<file path="config.mk">
export PLATFORM = sky130hd
export DESIGN_NAME = req_arbiter_8_v
export DESIGN_NICKNAME = d
export VERILOG_FILES = /design/src/rtl/arb_pkg.sv /design/src/rtl/arb_pick_8_v.sv /design/src/rtl/req_arbiter_8_v.sv
export SDC_FILE = /design/constraint.sdc
export NUM_CORES = 1
export LEC_CHECK = 0
export BUFFER_PORTS_ARGS = -buffer_cell sky130_fd_sc_hd__buf_2
export CORE_AREA = 2 2 42 74
export CTS_CLUSTER_DIAMETER = 30
export DETAILED_ROUTE_END_ITERATION = 12
export DIE_AREA = 0 0 44 76
export PLACE_DENSITY = 0.85
export SETUP_SLACK_MARGIN = 0.5
export SKIP_LAST_GASP = 1
export SYNTH_ARGS = -nofsm -noshare
export SYNTH_HDL_FRONTEND = slang
export SYNTH_HIERARCHICAL = 1
export SYNTH_SLANG_ARGS = --single-unit
export TNS_END_PERCENT = 5
</file>
<file path="constraint.sdc">
create_clock -name i_clk -period 2.9 [get_ports i_clk]
set_input_delay 0.87 -clock i_clk [delete_from_list [all_inputs] [get_ports i_clk]]
set_output_delay 0.87 -clock i_clk [all_outputs]
set_load 0.005 [all_outputs]
</file>
<file path="src/rtl/arb_pkg.sv">
// Shared encodings and helpers for the 8-requester arbiter.
package arb_pkg;

  localparam int N_REQ  = 8;
  localparam int CODE_W = 3;

  typedef enum logic [1:0] {
    ST_IDLE = 2'd0,
    ST_OWN  = 2'd1,
    ST_GAP  = 2'd2
  } arb_state_e;

  // Index of the lowest set bit; 0 when the vector is empty.
  function automatic logic [CODE_W-1:0] lowest_idx(input logic [N_REQ-1:0] v);
    logic [CODE_W-1:0] idx;
    idx = '0;
    for (int i = N_REQ - 1; i >= 0; i--) begin
      if (v[i]) idx = CODE_W'(i);
    end
    return idx;
  endfunction

endpackage

</file>
<file path="src/rtl/arb_pick_8_v.sv">
// Combinational winner select: lowest request at or above the pointer in
// round-robin mode, otherwise (or on wrap) the lowest request overall.
module arb_pick_8_v
  import arb_pkg::*;
(
  input  logic [N_REQ-1:0]  i_req,
  input  logic [CODE_W-1:0] i_ptr,
  input  logic              i_rr,
  output logic [CODE_W-1:0] o_code,
  output logic              o_v
);

  logic [N_REQ-1:0] mask;
  logic [N_REQ-1:0] masked;

  always_comb begin
    mask   = {N_REQ{1'b1}} << i_ptr;
    masked = i_req & mask;
    o_v    = |i_req;
    if (i_rr && (|masked)) begin
      o_code = lowest_idx(masked);
    end else begin
      o_code = lowest_idx(i_req);
    end
  end

endmodule

</file>
<file path="src/rtl/req_arbiter_8_v.sv">
// 8-requester arbiter: grant is held until release, request drop or hold
// timeout, followed by a one-cycle GAP before the next arbitration.
module req_arbiter_8_v
  import arb_pkg::*;
#(
  parameter int unsigned MAX_HOLD = 16,
  parameter int unsigned HOLD_W   = 5
) (
  input  logic              i_clk,
  input  logic              i_rst,
  input  logic              i_mode,
  input  logic [N_REQ-1:0]  i_req,
  input  logic              i_release,
  output logic [N_REQ-1:0]  o_grant,
  output logic [CODE_W-1:0] o_grant_code,
  output logic              o_grant_v,
  output logic              o_timeout,
  output logic [1:0]        o_state
);

  // Request/grant contract: a requester holds i_req[k] high for as long as it
  // wants the resource; it owns it while o_grant[k]=1 and hands it back by
  // pulsing i_release or by dropping i_req[k]. Requests are never latched.

  localparam bit TMO_EN = (MAX_HOLD != 0);
  localparam logic [HOLD_W-1:0] HOLD_LAST = TMO_EN ? HOLD_W'(MAX_HOLD - 1) : '0;
  localparam logic [HOLD_W-1:0] HOLD_SAT  = TMO_EN ? HOLD_W'(MAX_HOLD) : {HOLD_W{1'b1}};

  arb_state_e        state_q, state_d;
  logic [CODE_W-1:0] ptr_q, ptr_d;
  logic [HOLD_W-1:0] hold_q, hold_d;
  logic [N_REQ-1:0]  grant_q, grant_d;
  logic [CODE_W-1:0] code_q, code_d;
  logic              gv_q, gv_d;
  logic              tmo_q, tmo_d;

  logic [CODE_W-1:0] pick_code;
  logic              pick_v;
  logic              rel_exit;
  logic              tmo_hit;

  arb_pick_8_v u_pick (
    .i_req  (i_req),
    .i_ptr  (ptr_q),
    .i_rr   (i_mode),
    .o_code (pick_code),
    .o_v    (pick_v)
  );

  always_comb begin
    state_d  = state_q;
    ptr_d    = ptr_q;
    hold_d   = hold_q;
    grant_d  = grant_q;
    code_d   = code_q;
    gv_d     = gv_q;
    tmo_d    = 1'b0;
    rel_exit = i_release | ~i_req[code_q];
    tmo_hit  = TMO_EN && (hold_q == HOLD_LAST);
    case (state_q)
      ST_IDLE: begin
        if (pick_v) begin
          grant_d = N_REQ'(1) << pick_code;
          code_d  = pick_code;
          gv_d    = 1'b1;
          hold_d  = '0;
          ptr_d   = pick_code + CODE_W'(1);
          state_d = ST_OWN;
        end
      end
      ST_OWN: begin
        if (rel_exit || tmo_hit) begin
          // A timeout coinciding with release/drop is a normal handover.
          tmo_d   = tmo_hit & ~rel_exit;
          grant_d = '0;
          gv_d    = 1'b0;
          state_d = ST_GAP;
        end else if (hold_q != HOLD_SAT) begin
          hold_d = hold_q + HOLD_W'(1);
        end
      end
      ST_GAP: begin
        state_d = ST_IDLE;
      end
      default: begin
        grant_d = '0;
        gv_d    = 1'b0;
        state_d = ST_IDLE;
      end
    endcase
  end

  always_ff @(posedge i_clk) begin
    if (i_rst) begin
      state_q <= ST_IDLE;
      ptr_q   <= '0;
      hold_q  <= '0;
      grant_q <= '0;
      code_q  <= '0;
      gv_q    <= 1'b0;
      tmo_q   <= 1'b0;
    end else begin
      state_q <= state_d;
      ptr_q   <= ptr_d;
      hold_q  <= hold_d;
      grant_q <= grant_d;
      code_q  <= code_d;
      gv_q    <= gv_d;
      tmo_q   <= tmo_d;
    end
  end

  assign o_grant      = grant_q;
  assign o_grant_code = code_q;
  assign o_grant_v    = gv_q;
  assign o_timeout    = tmo_q;
  assign o_state      = state_q;

endmodule

</file>
==> flow_summary.yaml <==
grt:
  gr-total-overflow: 0
  antenna_found_initial: 0
  grt_use_total_pct: 22.64
  grt_max_degree: 19
  grt_pass1_wl_um: 5754
  grt_pass1_vias: 1310
die:
  start_util_pct: 51.16
  die_y_um: 76
  dieArea_mm2: 0.003344
  rows: 26
  coreArea_mm2: 0.002798
  die_x_um: 44
  io_pins: 27
cells_and_area:
  area_delta_synth_final_pct: 32.26
  diodes: 0
  fillers: 221
  nNetsFinal: 228
  drive_gt1_share_pct: 34.95
  layout_common_cells: "23 x dfxtp_1, 23 x buf_2, 21 x nand2_1"
sta:
  hold_viol: 0
  grt_setup_unrepaired: "true"
  whs_ns: 0.4632
  setup_tns_ns: 0
  timing.final.max_slew_violations: 0
  tightest_slew_ns: 0.4870
  timing.fmax_mhz: 413.7
  finalCritPeriodShare_pct: 83.35
  finalCriticalPeriod_ns: 2.417
  finalClockSkew_ns: 0.005283
  relSlewSlack_pct: 67.26
  setup_viol: 0
drt:
  drt.antenna.violating_nets: 0
  viasPerCell: 5.944
  wl_per_cell_um: 16.54
  drt-initial-drc-count: 49
  dr.pass1.iters: 4
  drc_errors: 0
  wl_um: 3871
  vias: 1391
synth:
  yosysTopAreaCellShare_pct: 32.17
  synth_area_leaders: "dfxtp_1 32%, ha_1 7.9%, nand2_1 5.5%, a21oi_1 4.5%, mux2i_1 4.2%"
  async_flop_share_pct: 0
  synthFlopType: "dfxtp_1"
  synthCells: 169
  yosysUniqueCellTypes: 49
  synth_edf_count: 0
  yosys.area.top_type: "dfxtp_1"
  synth_seq_cells: 23
  syn_area_mm2: 0.001431
  yosysSeqAreaShare_pct: 32.17
  synth_nets: 190
  postSynthAreaPerCell_um2: 8.470
  yosysWarnings: 6
clocking:
  hold_buffers: 0
  numCtsBuffers: 3
  cts_tree: "done"
  clk_pin_slew_worst_paths_ns: 0.08
  clk_latency_ns: 0.27
  clock_sinks: 23
  cts-root-buf: "clkbuf_8"
  clock_path_buffers: 2
  cts_max_level: 1
place:
  port_buffers: 26
  dp_hpwl_um: 2583
  gp_congestion: 0.8060
worst_setup_path:
  cp-startpoint: "i_req[0]"
  reg2reg_to: "o_grant[3]"
  crit_path_top_delay_cell: "mux2i_4"
  r2r_cells: 9
  end_kind: "flip-flop"
  worstPathMaxFanout: 4
  critical_path_class: "input port to flip-flop"
  critical_path.max_stage_delay_ns: 0.35
  crit_top_cell: "o21ai_4"
  worstPathRequired_ns: 3.09
  critPathLaunchType: "input port"
  cp-endpoint: "o_grant[3]"
  rr_startpoint: "ptr_q[2]"
  worstPathArrival_ns: 2.61
  crit_chain: "buf_8 > nor2b_4 > o21ai_4 > o21ai_4 > o21ai_4 > mux2i_4 > ha_4 > ha_4 > nand2_1 > a311oi_1"
  reg2reg_setup_slack_ns: 0.57
status:
  status: "finished, final reports clean"
job:
  max_cap_violations: 0
pwr:
  peakVddDrop_v: 0.0003936
  p_per_area_mw_per_mm2: 486.5
  power.total_uw: 920.9
  leakagePower_uw: 0.0007754
worst_hold_path:
  worstHoldPathType: "flip-flop to flip-flop"
cell usage after synthesis, drive strengths merged, types with 2 or more instances:
| library cell | count |
|---|---|
| nor3 | 3 |
| a21boi | 2 |
| nand2b | 2 |
| o2bb2ai | 4 |
| o21bai | 3 |
| a21oi | 14 |
| nor4b | 3 |
| o21ai | 7 |
| nor2b | 4 |
| a31oi | 2 |
| and3 | 3 |
| nand3 | 5 |
| clkbuf | 2 |
| nor2 | 13 |
| a22o | 3 |
| a211oi | 2 |
| dfxtp | 23 |
| a32o | 3 |
| mux2i | 6 |
| a311oi | 3 |
| inv | 12 |
| ha | 9 |
| buf | 3 |
| nand2 | 21 |
per-layer routing:
layer	track usage (%)	part of all wire, %	vias up
li1	-	-	695
met1	23.95	39	657
met2	41.47	56	31
met3	2.607	2.5	8
met4	10.61	2.5	0
met5	0	0	-
worst max-delay path, delay by kind of cell:
kind / cells / cell delay, ns
adders and majority gates: 2 / 0.36
buffers and inverters: 1 / 0.10
and+or+nand+nor: 2 / 0.18
AOI/OAI and AO/OA: 4 / 0.74
muxes: 1 / 0.35
area by class of cell:
cell class | count | area (um^2) | share of cell area (%)
Multi-Input combinational cell | 129 | 1056 | 55.78
Clock buffer | 3 | 41.29 | 2.181
Inverter | 12 | 45.04 | 2.379
Sequential cell | 23 | 460.4 | 24.32
Tap cell | 28 | 35.03 | 1.851
Clock inverter | 1 | 5.005 | 0.2644
Timing Repair Buffer | 38 | 250.2 | 13.22
how the worst min path moves through the flow:
stage	startpoint	end	cells past startpoint
finish	o_grant[5]	o_grant[5]	1
global route	o_grant[1]	o_grant[1]	1
CTS	o_grant[0]	o_grant[0]	1
detailed placement	o_grant[0]	o_grant[0]	1
global placement	o_grant[5]	o_grant[5]	1
floorplan	hold_q[4]	hold_q[4]	1
through the flow:
step / worst slack [ns] / cells / cell area (um^2) / util, %
global route: 0.4014 / 234 / 1893 / 67.67
global placement: 0.1672 / 220 / 1599 / 57.16
finish: 0.4828 / 234 / 1893 / 67.67
detailed placement: 0.1133 / 220 / 1599 / 57.16
CTS: 0.4760 / 231 / 1772 / 63.33
floorplan: 0.4431 / 169 / 1445 / -
kinds of logic (layout without fill, tap and decap cells):
| logic type | after synthesis | count (layout) | synth area share [%] |
|---|---|---|---|
| fa+ha+maj | 9 | 9 | 7.867 |
| flops | 23 | 23 | 32.17 |
| buf+inv | 17 | 54 | 4.982 |
| simple gates | 61 | 61 | 22.90 |
| mux | 7 | 7 | 4.983 |
| compound gates | 52 | 52 | 27.10 |
repair_timing:
action,CTS,global route
endpoints found under the setup margin,4,12
setup buffers,7,3
gates resized for setup,16,19
cloned,0,0
pin swaps,9,6
power breakdown:
group / internal (uW) / total (uW) / switching (uW) / leakage (uW)
registers: 340 / 382 / 41.8 / 0.000188
clock network: 96.2 / 204 / 108 / 0.0000255
logic: 157 / 335 / 178 / 0.000562
total: 594 / 921 / 327 / 0.000775
flip-flops by register name (all words and copies together), names as in the netlist:
| name | flops |
|---|---|
| o_grant | 8 |
| hold_q | 5 |
| o_grant_code | 3 |
| ptr_q | 3 |
| o_state | 2 |
| o_grant_v | 1 |
| o_timeout | 1 |
No activity file was read; power rests on OpenSTA's default activity.
